--- src/rtl/bcd_down_counter_pkg.sv ---
// Shared definitions for the BCD down-counter: digit constants, FSM state type
// and the digit clamp helper.
package bcd_pkg;

  localparam int          BCD_W   = 4;
  localparam logic [3:0]  BCD_MAX = 4'd9;

  typedef enum logic {IDLE, RUN} state_t;

  // Non-decimal nibbles (A-F) saturate to 9 so the counter only ever holds valid BCD.
  function automatic logic [BCD_W-1:0] clamp_digit(input logic [BCD_W-1:0] d);
    return (d > BCD_MAX) ? BCD_MAX : d;
  endfunction

endpackage

--- src/rtl/bcd_down_counter_digit.sv ---
// Single mod-10 down-counting BCD stage; cascaded through borrow_out/dec_in.
module bcd_down_digit
  import bcd_pkg::*;
(
  input  logic             clk,
  input  logic             rst,
  input  logic             ld,
  input  logic [BCD_W-1:0] ld_digit,
  input  logic             dec_in,
  output logic [BCD_W-1:0] digit,
  output logic             borrow_out
);

  // NOTE: state registers use non-blocking assignments so every stage samples
  // its neighbours' pre-edge values; blocking here would race the borrow chain.
  always_ff @(posedge clk) begin
    if (rst)
      digit <= '0;
    else if (ld)
      digit <= ld_digit;
    else if (dec_in)
      digit <= (digit == '0) ? BCD_MAX : digit - 1'b1;
  end

  assign borrow_out = dec_in && (digit == '0);

endmodule

--- src/rtl/bcd_down_counter.sv ---
// Multi-digit BCD down-counter / interval timer with IDLE/RUN control.
// Optional periodic mode: define BCD_DOWN_COUNTER_AUTO_RELOAD_EN.
module bcd_down_counter
  import bcd_pkg::*;
#(
  parameter int DIGITS = 2
) (
  input  logic                  clk,
  input  logic                  rst,
  input  logic                  load,
  input  logic [4*DIGITS-1:0]   load_val,
  input  logic                  en,
  output logic [4*DIGITS-1:0]   count,
  output logic                  busy,
  output logic                  done,
  output logic                  zero
);

  localparam int W = BCD_W * DIGITS;

  state_t         state;
  logic [W-1:0]   clamped;
  logic [W-1:0]   ld_src;
  logic [DIGITS:0] borrow;
  logic           dec_go;
  logic           terminal;
  logic           ld_all;
  logic           dec;

  for (genvar i = 0; i < DIGITS; i++) begin : g_clamp
    assign clamped[i*BCD_W +: BCD_W] = clamp_digit(load_val[i*BCD_W +: BCD_W]);
  end

  // load beats en, so a same-cycle load never also decrements.
  assign dec_go   = (state == RUN) && en && !load;
  assign terminal = dec_go && (count == W'(1));

`ifdef BCD_DOWN_COUNTER_AUTO_RELOAD_EN
  logic [W-1:0] reload;

  assign ld_all = load || terminal;
  assign ld_src = load ? clamped : reload;
  assign dec    = dec_go && !terminal && !zero;
`else
  assign ld_all = load;
  assign ld_src = clamped;
  assign dec    = dec_go && !zero;
`endif

  assign borrow[0] = dec;

  for (genvar i = 0; i < DIGITS; i++) begin : g_digit
    bcd_down_digit u_digit (
      .clk        (clk),
      .rst        (rst),
      .ld         (ld_all),
      .ld_digit   (ld_src[i*BCD_W +: BCD_W]),
      .dec_in     (borrow[i]),
      .digit      (count[i*BCD_W +: BCD_W]),
      .borrow_out (borrow[i+1])
    );
  end

  always_ff @(posedge clk) begin
    if (rst) begin
      state  <= IDLE;
      done   <= 1'b0;
`ifdef BCD_DOWN_COUNTER_AUTO_RELOAD_EN
      reload <= '0;
`endif
    end else begin
      done <= 1'b0;
      if (load) begin
        state <= (clamped != '0) ? RUN : IDLE;
`ifdef BCD_DOWN_COUNTER_AUTO_RELOAD_EN
        reload <= clamped;
`endif
      end else if (terminal) begin
        done <= 1'b1;
`ifdef BCD_DOWN_COUNTER_AUTO_RELOAD_EN
        state <= RUN;
`else
        state <= IDLE;
`endif
      end else if (borrow[DIGITS]) begin
        // A borrow out of the top digit would mean counting past zero; park instead.
        state <= IDLE;
      end
    end
  end

  assign busy = (state == RUN);
  assign zero = (count == '0);

endmodule

--- config.mk ---
export PLATFORM = sky130hd
export DESIGN_NAME = bcd_down_counter
export DESIGN_NICKNAME = d
export VERILOG_FILES = /design/src/rtl/bcd_down_counter_pkg.sv /design/src/rtl/bcd_down_counter_digit.sv /design/src/rtl/bcd_down_counter.sv
export SDC_FILE = /design/constraint.sdc
export NUM_CORES = 1
export LEC_CHECK = 0
export BUFFER_PORTS_ARGS = -buffer_cell sky130_fd_sc_hd__clkbuf_2
export CORE_UTILIZATION = 41
export DETAILED_ROUTE_END_ITERATION = 12
export GPL_ROUTABILITY_DRIVEN = 0
export GPL_TIMING_DRIVEN = 0
export PLACE_DENSITY = 0.72
export REMOVE_ABC_BUFFERS = 1
export SLEW_MARGIN = 10
export SYNTH_ARGS = -nofsm -noshare
export SYNTH_HDL_FRONTEND = slang
export SYNTH_SLANG_ARGS = --single-unit
--- constraint.sdc ---
create_clock -name clk -period 1.51 [get_ports clk]
set_clock_uncertainty 0.05 [all_clocks]
set_input_delay 0.151 -clock clk [delete_from_list [all_inputs] [get_ports clk]]
set_output_delay 0.151 -clock clk [all_outputs]
set_load 0.05 [all_outputs]
==> results of run 1 <==
## power groups by stage
stage                     Sequential, mW  Combinational [mW]  Clock [mW]
after floorplan                    0.357              0.0772           0
after global placement             0.307               0.186           0
after detailed placement           0.308               0.186           0
after CTS                          0.300               0.217       0.248
after global routing               0.306               0.247       0.262
final                              0.301               0.229       0.246
## flip-flops by register name, indices dropped and copies added (netlist names)
signal / cells
busy: 1
g_digit.u_digit.digit: 8
done: 1
## layout make-up
class,instances,area [um^2],share of cell area (%)
multi-input combinational,51,385,46.0
timing repair buffer,27,161,19.3
sequential,10,220,26.3
tap,15,18.8,2.24
inverter,4,15.0,1.79
clock buffer,4,36.3,4.33
## routing by layer
| layer | GRT usage [%] | wire length [um] | share of wire, % |
|---|---|---|---|
| met1 | 30.9 | 717 | 44 |
| met2 | 38.5 | 770 | 47 |
| met3 | 3.41 | 130 | 8.0 |
| met4 | 7.76 | 10 | 0.61 |
| met5 | 0 | 0 | 0 |
## logic make-up (layout without fill, tap and decap cells)
group | after synthesis | after routing | synth area share, %
AOI/OAI and AO/OA | 23 | 23 | 26.8
buffers and inverters | 8 | 35 | 7.71
and+or+nand+nor | 28 | 28 | 31.3
DFF | 10 | 10 | 34.3
## tightest hold or removal path, delay by kind of cell
| kind | cells | cell delay, ns |
|---|---|---|
| AO/OA/AOI/OAI | 1 | 0.06 |
| buffers and inverters | 1 | 0.10 |
| AND/OR/NAND/NOR | 1 | 0.05 |
## through the flow
step | setup TNS [ns] | total power, mW | utilization (%) | instance area [um^2]
2_1_floorplan | -3.19 | 0.434 | - | 554
3_3_place_gp | -1.38 | 0.493 | 51.9 | 683
3_5_place_dp | -1.39 | 0.494 | 51.9 | 683
4_1_cts | -0.587 | 0.765 | 61.7 | 813
5_1_grt | -0.963 | 0.815 | 63.5 | 837
6_report | -0.640 | 0.777 | 63.5 | 837
## placed cells by master, fill, tap and decap left out, drive strengths merged, types with 2 or more instances in the layout
cell,synthesis,routed
clkbuf,1,25
dfxtp,10,10
buf,3,6
a21oi,5,5
nor3,5,5
or4,5,5
a31oi,4,4
o21ai,4,4
nand2,3,3
inv,3,3
a311oi,3,3
or3,3,3
nor4,2,2
nor2,2,2
## how the worst max path moves through the flow
stage	depth (start not counted)	to	slack, ns
6_report	3	zero	-0.17
3_3_place_gp	4	g_digit[0].u_digit.digit[3]$_SDFFE_PP0P_	-0.35
5_1_grt	3	g_digit[1].u_digit.digit[1]$_SDFFE_PP0P_	-0.23
4_1_cts	3	g_digit[1].u_digit.digit[1]$_SDFFE_PP0P_	-0.17
3_5_place_dp	4	g_digit[0].u_digit.digit[3]$_SDFFE_PP0P_	-0.35
2_1_floorplan	2	zero	-0.91
## timing repair
| item | 4_1_cts | 5_1_grt |
|---|---|---|
| gates resized for setup | 18 | 7 |
| setup buffers | 5 | 0 |
| pin swaps | 5 | 3 |
| setup endpoints to repair | 8 | 8 |
==> flow_metrics.tcl, run 1 <==
set metrics [dict create \
    outcome "complete, but fails checks" \
    violations "setup timing" \
    pwr-share-seq_pct 38.8 \
    cts_tree "done" \
    clock_latency_ns 0.26 \
    die_x_um 39.8 \
    clkSinkCount 10 \
    crit_family "simple AND/OR/NAND/NOR gates" \
    grt_usage_pct 23.5 \
    internal-power_uw 510 \
    netlist_area_um2 584 \
    io_buffers 22 \
    layout-drive-gt1-share_pct 50.0 \
    crit_chain "or4_4, nor3_4, buf_8" \
    grt_pass1_wl_um 2530 \
    clock_power_share_pct 31.7 \
    clk_pin_slew_ns 0.07 \
    r2r-start "g_digit[0].u_digit.digit[1]$_SDFFE_PP0P_" \
    worstSetupEndpointType "output port" \
    yosysSeqAreaShare_pct 34.3 \
    syn_avg_cell_area_um2 8.47 \
    path_class "reg2out" \
    ys_ff_latch 10 \
    p_per_area_nw_per_um2 928 \
    r2r_cells 3 \
    cp-start-kind "register" \
    dpl.hpwl_um 1040 \
    layout_setup_ws_ns -0.173 \
    whs_endpoint "g_digit[0].u_digit.digit[2]$_SDFFE_PP0P_" \
    pre_cts_ws_ns -0.349 \
    antenna_left 0 \
    grt_max_degree 12 \
    clock-root-buffer "clkbuf_4" \
    ios 23 \
    drv_slew 0 \
    p_switching_uw 267 \
    drc 0 \
    worst_pin_slew_ns 0.580 \
    synth_top_flop_cell "dfxtp_1" \
    rows 13 \
    required_ns 1.31 \
    hold_ws_ns 0.100 \
    yosysTopAreaCellShare_pct 34.3 \
    grt-ovfl-total 0 \
    grt_antenna_before_repair 0 \
    path_buf_inv 1 \
    numPlacedInstances 102 \
    numCtsBuffers 3 \
    yosysTopAreaCell "dfxtp_1" \
    vdd_drop_max_mv 0.448 \
    cpPeakStageDelay_ns 0.57 \
    synth-async-reset-ratio_pct 0 \
    die_h_um 39.8 \
    core_area_um2 1320 \
    holdBufCountCts 0 \
    cts_buffer_depth 2 \
    r2r-end "g_digit[1].u_digit.digit[1]$_SDFFE_PP0P_" \
    initialDrtViolationCount 37 \
    leakage_nw 0.332 \
    syn2layout_area_growth_pct 43.3 \
    drtPass1Iterations 4 \
    synth_common_cells "dfxtp_1 (10), a21oi_1 (5), nor3_1 (5)" \
    layout.cells.non_filler 111 \
    finalSetupViolCount 5 \
    drv_cap 0 \
    vias 698 \
    yosysUniqueCellTypes 33 \
    dieArea_um2 1580 \
    critPathArrivalTime_ns 1.48 \
    vias_per_cell 6.29 \
    fillers 115 \
    rsz0062_at_grt "yes" \
    synth_edf_count 0 \
    hold_class "in2reg" \
    cts-htree-levels 1 \
    rrSetupSlack_ns -0.17 \
    synth_most_common_cell "dfxtp_1" \
    start_util_pct 44.3 \
    fin_crit_sh_pct 111 \
    fmax_mhz 594 \
    cp_slowest_cell "or4_4" \
    startpoint "g_digit[1].u_digit.digit[3]$_SDFFE_PP0P_" \
    synthTopCellsByArea "dfxtp_1 (34%), or4_1 (5.1%), a311oi_1 (4.5%), a21oi_1 (4.3%), a31oi_1 (4.3%)" \
    finalWirelength_um 1630 \
    hold_start "load_val[2]" \
    ys_warn_count 0 \
    p_comb_share_pct 29.5 \
    grt_pass1_vias 603 \
    fin_nets 109 \
    synthCells 69 \
    crit_fanout 3 \
    slew_headroom_pct 61.0 \
    hold_depth 3 \
    final_hold_viol_count 0 \
    wl_per_cell_um 14.7 \
    sw_frac_of_total_pct 34.4 \
    layout_min_cycle_time_ns 1.68 \
    n_antenna_cell 0 \
]
No activity file was read; power rests on OpenSTA's default activity.
==> run 2, diff against run 1 <==
Settings changed: PLACE_DENSITY 0.72 to 0.83.
Clock period 1.51 ns to 1.4 ns, I/O delays scaled along.
==> run 2 against run 1 <==
The run still ends with setup timing left. Via count up 3.3%. Count of clock-buffer cells in the layout is the same. Global-route usage is 4.2 points higher. Power grew 11%. Final area grew 7.9%. Wire length increased by 19%. Register-to-register slack worse by 0.12 ns.
==> flow_metrics.tcl, run 2 (synthesis results as in run 1) <==
set metrics [dict create \
    pre_cts_ws_ns -0.482 \
    finalWirelength_um 1940 \
    design_area_um2 903 \
    vdd_drop_max_mv 0.714 \
    layout.cells.non_filler 115 \
    final_cell_mix "clkbuf_2 (21), buf_4 (7), a21oi_1 (5)" \
    startpoint "g_digit[1].u_digit.digit[1]$_SDFFE_PP0P_" \
    drtPass1Iterations 4 \
    rows 13 \
    cts-htree-levels 1 \
    clock_latency_ns 0.27 \
    start_util_pct 44.3 \
    cp_slowest_cell "or4_4" \
    violations "setup timing" \
    clock_power_share_pct 30.9 \
    hold_class "in2reg" \
    antenna_left 0 \
    sw_frac_of_total_pct 35.0 \
    ios 23 \
    initialDrtViolationCount 17 \
    dpl.hpwl_um 1100 \
    path_class "reg2out" \
    fillers 112 \
    layout_min_cycle_time_ns 1.70 \
    drc 0 \
    io_buffers 22 \
    wl_per_cell_um 16.8 \
    clock-root-buffer "clkbuf_4" \
    n_antenna_cell 0 \
    grt-ovfl-total 0 \
    numPlacedInstances 102 \
    largest_reg_flops 8 \
    internal-power_uw 562 \
    die_x_um 39.8 \
    worst_pin_slew_ns 0.356 \
    core_area_um2 1320 \
    clk_pin_slew_ns 0.07 \
    p_switching_uw 303 \
    layout_setup_ws_ns -0.298 \
    rrSetupSlack_ns -0.29 \
    r2r-start "g_digit[0].u_digit.digit[1]$_SDFFE_PP0P_" \
    cpPeakStageDelay_ns 0.55 \
    fmax_mhz 589 \
    p_per_area_nw_per_um2 957 \
    vias 721 \
    r2r_cells 3 \
    crit_chain "or4_4, nor3_4, buf_8" \
    clkSinkCount 10 \
    outcome "complete, but fails checks" \
    crit_family "simple AND/OR/NAND/NOR gates" \
    grt_pass1_wl_um 2770 \
    grt_max_degree 12 \
    grt_pass1_vias 647 \
    largest-register "g_digit.u_digit.digit" \
    cp-endpoint "zero" \
    worstSetupEndpointType "output port" \
    fin_nets 113 \
    drv_slew 0 \
    grt_antenna_before_repair 0 \
    die_h_um 39.8 \
    crit_fanout 7 \
    syn2layout_area_growth_pct 54.6 \
    drv_cap 0 \
    layout-drive-gt1-share_pct 53.0 \
    final_common_cell "clkbuf_2" \
    p_comb_share_pct 31.6 \
    path_buf_inv 1 \
    grt_usage_pct 27.8 \
    fin_crit_sh_pct 121 \
    dieArea_um2 1580 \
    critPathArrivalTime_ns 1.51 \
    cts_tree "done" \
    cts_buffer_depth 2 \
    fin_util_pct 68.6 \
    required_ns 1.21 \
    r2r-end "g_digit[1].u_digit.digit[1]$_SDFFE_PP0P_" \
    slew_headroom_pct 76.0 \
    pwr-share-seq_pct 37.5 \
    placed_area_um2 683 \
    finalSetupViolCount 7 \
    vias_per_cell 6.27 \
    crit_cells 3 \
    numCtsBuffers 3 \
    final_hold_viol_count 0 \
    cp-start-kind "register" \
    rsz0062_at_grt "yes" \
    leakage_nw 0.360 \
]
[run 2: stage by stage]
stage / setup TNS [ns] / hold slack (ns) / power, mW
2_1_floorplan: -4.25 / 0.159 / 0.468
3_3_place_gp: -2.23 / 0.370 / 0.530
3_5_place_dp: -2.53 / 0.375 / 0.534
4_1_cts: -1.51 / 0.0876 / 0.835
5_1_grt: -1.68 / 0.105 / 0.905
6_report: -1.31 / 0.104 / 0.865
[run 2: how the worst min path moves through the flow]
stage	start	endpoint	depth (start not counted)	slack [ns]
after floorplan	rst	busy$_SDFFE_PP0P_	1	0.16
after global placement	load_val[2]	g_digit[0].u_digit.digit[2]$_SDFFE_PP0P_	3	0.37
after detailed placement	load_val[1]	g_digit[0].u_digit.digit[1]$_SDFFE_PP0P_	3	0.38
after CTS	load_val[2]	g_digit[0].u_digit.digit[2]$_SDFFE_PP0P_	3	0.09
after global routing	load_val[7]	g_digit[1].u_digit.digit[3]$_SDFFE_PP0P_	3	0.11
final	load_val[7]	g_digit[1].u_digit.digit[3]$_SDFFE_PP0P_	3	0.10
[run 2: power groups by stage]
stage               logic, mW  clock network, mW  registers, mW
finish                  0.273              0.267          0.325
global route            0.289              0.288          0.327
detailed placement      0.202                  0          0.332
CTS                     0.246              0.269          0.319
floorplan              0.0832                  0          0.385
global placement        0.199                  0          0.331
[run 2: routing by layer]
layer	part of all wire, %	vias to the layer above	routed length, um	global-route usage, %
met5	0	-	0	0
met4	0.83	0	16	7.76
met3	5.2	4	100	10.2
met2	53	33	1020	51.6
met1	41	344	797	28.3
li1	-	340	-	-
[run 2: layout make-up]
cell class / instances / area (um^2) / area share, %
multi-input cells: 51 / 420 / 46.5
flip-flops and latches: 10 / 218 / 24.1
repair buffers: 31 / 195 / 21.6
clock buffers: 4 / 36.3 / 4.02
well taps: 15 / 18.8 / 2.08
inverters: 4 / 15.0 / 1.66
[run 2: what timing repair did]
item,in CTS,in global routing
endpoints found under the setup margin,9,10
pin swaps,5,5
buffers inserted,9,1
gates resized for setup,20,9
hold buffers,0,0
hold endpoints to repair,0,0
[run 2: worst register-to-register path: cells and delay by family, from the launching register on]
kind,cells,cell delay [ns]
AO/OA/AOI/OAI,1,0.26
flip-flops,1,0.35
AND/OR/NAND/NOR,2,0.94
==> run 3, diff against run 2 <==
Settings changed: CORE_UTILIZATION 41 to 42, SYNTH_HIERARCHICAL from default to 1.
==> run 3 against run 2 <==
The flow still finishes with violations (setup timing). Power is 0.53% higher. Non-clock buffer count is 6 higher. Global-route usage is 2.2 points lower. Flip-flop and latch count stayed put. Combinational power is 5% higher. Worst setup slack worse by 0.47 ns. Sequential power is 3% lower. Critical path type is now reg2reg. Largest power group unchanged. Highest routed layer unchanged.
==> flow_metrics.tcl, run 3 <==
set metrics [dict create \
    largest_reg_flops 8 \
    violations "setup timing" \
    drtPass1Iterations 5 \
    final_cell_mix "clkbuf_2 (21), buf_4 (13), nor2_1 (7), dfxtp_4 (7), nand2_1 (6)" \
    die_h_um 40.7 \
    r2r-end "busy$_SDFFE_PP0P_" \
    synthTopCellsByArea "dfxtp_1 (32%), nor4b_4 (7.6%), nor2b_1 (6.0%), a221oi_2 (4.8%), nand2_1 (4.2%)" \
    start_util_pct 46.6 \
    cpMostUsedCell "nor4b_4" \
    layout_setup_ws_ns -0.772 \
    crit_fanout 3 \
    cts-htree-levels 1 \
    grt_pass1_vias 611 \
    worst_pin_slew_ns 0.296 \
    numPlacedInstances 108 \
    synth_most_common_cell "dfxtp_1" \
    worstSetupEndpointType "register" \
    vias_per_cell 5.66 \
    tns_ns -6.42 \
    ys_warn_count 6 \
    r2r-start "g_digit[1].u_digit/digit[2]$_SDFFE_PP0P_" \
    antenna_left 0 \
    design_area_um2 991 \
    fin_crit_sh_pct 155 \
    grt_max_degree 13 \
    vdd_drop_max_mv 0.467 \
    clk_pin_slew_ns 0.07 \
    path_class "reg2reg" \
    slew_headroom_pct 80.3 \
    ios 23 \
    required_ns 1.56 \
    rsz0062_at_grt "yes" \
    cts_buffer_depth 2 \
    largest-register "g_digit.u_digit/digit" \
    netlist_area_um2 629 \
    dpl.hpwl_um 1070 \
    io_buffers 22 \
    fmax_mhz 460 \
    final_common_cell "clkbuf_2" \
    ys_ff_latch 10 \
    p_total_uw 869 \
    rrSetupSlack_ns -0.77 \
    die_x_um 40.7 \
    synthMuxAreaShare_pct 0 \
    finalWirelength_um 1790 \
    rows 13 \
    wl_per_cell_um 14.1 \
    critPathArrivalTime_ns 2.33 \
    hold_depth 3 \
    yosysUniqueCellTypes 24 \
    cp-start-kind "register" \
    clock-root-buffer "clkbuf_4" \
    fin_util_pct 73.4 \
    layout_min_cycle_time_ns 2.17 \
    synthCells 73 \
    grt_antenna_before_repair 0 \
    synth_common_cells "dfxtp_1 (10), nand2_1 (7), nor2_1 (7), nor2b_1 (6), inv_1 (5)" \
    drc 0 \
    dieArea_um2 1660 \
    layout.cells.non_filler 127 \
    n_antenna_cell 0 \
    yosysSeqAreaShare_pct 31.8 \
    syn_avg_cell_area_um2 8.62 \
    yosysTopAreaCell "dfxtp_1" \
    cp_slowest_cell "or4_4" \
    syn2layout_area_growth_pct 57.5 \
    initialDrtViolationCount 31 \
    synth_top_flop_cell "dfxtp_1" \
    synth_compound_area_share_pct 19.5 \
    clock_latency_ns 0.27 \
    synth_edf_count 0 \
    crit_chain "or4_4, nor3_4, nor4bb_4, nor4b_4, nor2b_4, nor4b_4, nor2b_1, nor4b_1, a32o_1" \
    placed_area_um2 751 \
    hold_class "in2reg" \
    hold_start "load_val[7]" \
    core_area_um2 1350 \
    outcome "complete, but fails checks" \
    layout-drive-gt1-share_pct 56.3 \
    drv_slew 0 \
    grt-ovfl-total 0 \
    leakage_nw 0.424 \
    synthSimpleGateAreaFrac_pct 39.0 \
    yosysTopAreaCellShare_pct 31.8 \
    r2r_cells 9 \
    final_hold_viol_count 0 \
    whs_endpoint "g_digit[1].u_digit/digit[3]$_SDFFE_PP0P_" \
    grt_pass1_wl_um 2750 \
    synth_xor_area_share_pct 5.57 \
    cpPeakStageDelay_ns 0.55 \
    synth_fa_ha_area_share_pct 0 \
    grt_usage_pct 25.5 \
    synth-async-reset-ratio_pct 0 \
    clkSinkCount 10 \
    cts_tree "done" \
    finalSetupViolCount 11 \
    p_per_area_nw_per_um2 877 \
    fin_nets 125 \
    numCtsBuffers 3 \
    vias 719 \
    drv_cap 0 \
    synth_top_family_by_area "simple AND/OR/NAND/NOR gates" \
]
==> run 3: changes by cell type in the layout (fill, tap and decap cells not counted), moves of 3 or more <==
cell      change
buf_4         +6
nand2_1       +3
nor2_1        +5
nand2b_1      +3
dfxtp_4       +3
nor3_1        -3
nor2b_1       +4
or4_1         -3
a31oi_1       -4
==> run 3: kinds of logic after synthesis <==
group / Yosys count
buffers and inverters: 7
XOR/XNOR: 4
AO/OA/AOI/OAI: 15
AND/OR/NAND/NOR: 37
flip-flops: 10
==> run 3: layer usage <==
metal | part of all wire [%] | GRT usage (%)
met1 | 43 | 34.8
met2 | 50 | 39.3
met3 | 6.0 | 5.43
met4 | 0.67 | 9.17
met5 | 0 | 0
==> run 3: where the power goes <==
group | leakage [nW] | switching, mW | internal, mW
combinational | 0.315 | 0.178 | 0.109
sequential | 0.0874 | 0.0159 | 0.300
clock | 0.0210 | 0.108 | 0.158
==> run 3: worst max path at each step <==
stage / from / endpoint / slack (ns) / depth (start not counted)
finish: g_digit[1].u_digit/digit[2]$_SDFFE_PP0P_ / busy$_SDFFE_PP0P_ / -0.77 / 9
global route: g_digit[1].u_digit/digit[2]$_SDFFE_PP0P_ / busy$_SDFFE_PP0P_ / -0.89 / 9
CTS: g_digit[1].u_digit/digit[3]$_SDFFE_PP0P_ / busy$_SDFFE_PP0P_ / -0.75 / 9
detailed placement: g_digit[1].u_digit/digit[1]$_SDFFE_PP0P_ / busy$_SDFFE_PP0P_ / -1.50 / 9
global placement: g_digit[1].u_digit/digit[1]$_SDFFE_PP0P_ / busy$_SDFFE_PP0P_ / -1.43 / 9
floorplan: g_digit[1].u_digit/digit[1]$_SDFFE_PP0P_ / busy$_SDFFE_PP0P_ / -2.37 / 9
==> run 3: repair_timing <==
item	4_1_cts	5_1_grt
gates resized for setup	25	3
buffers inserted	13	2
gates cloned	0	0
setup endpoints to repair	11	11
hold buffers	0	0
pin swaps	13	4
==> run 3: area by class of cell <==
cell class	count	area, um^2
multi-input cells	56	457
fillers	101	359
repair buffers	37	233
flip-flops and latches	10	228
clock buffers	4	36.3
inverters	5	18.8
well taps	15	18.8
==> run 3: worst max-delay path: cells and delay by family, from the launching register on <==
family,cells,cell delay [ns]
compound gates,1,0.17
flops,1,0.34
simple gates,8,1.56
==> run 3: stage by stage <==
| step | worst slack, ns | hold slack [ns] |
|---|---|---|
| floorplan | -2.37 | 0.155 |
| global placement | -1.43 | 0.427 |
| detailed placement | -1.50 | 0.432 |
| CTS | -0.748 | 0.142 |
| global route | -0.890 | 0.153 |
| finish | -0.772 | 0.138 |
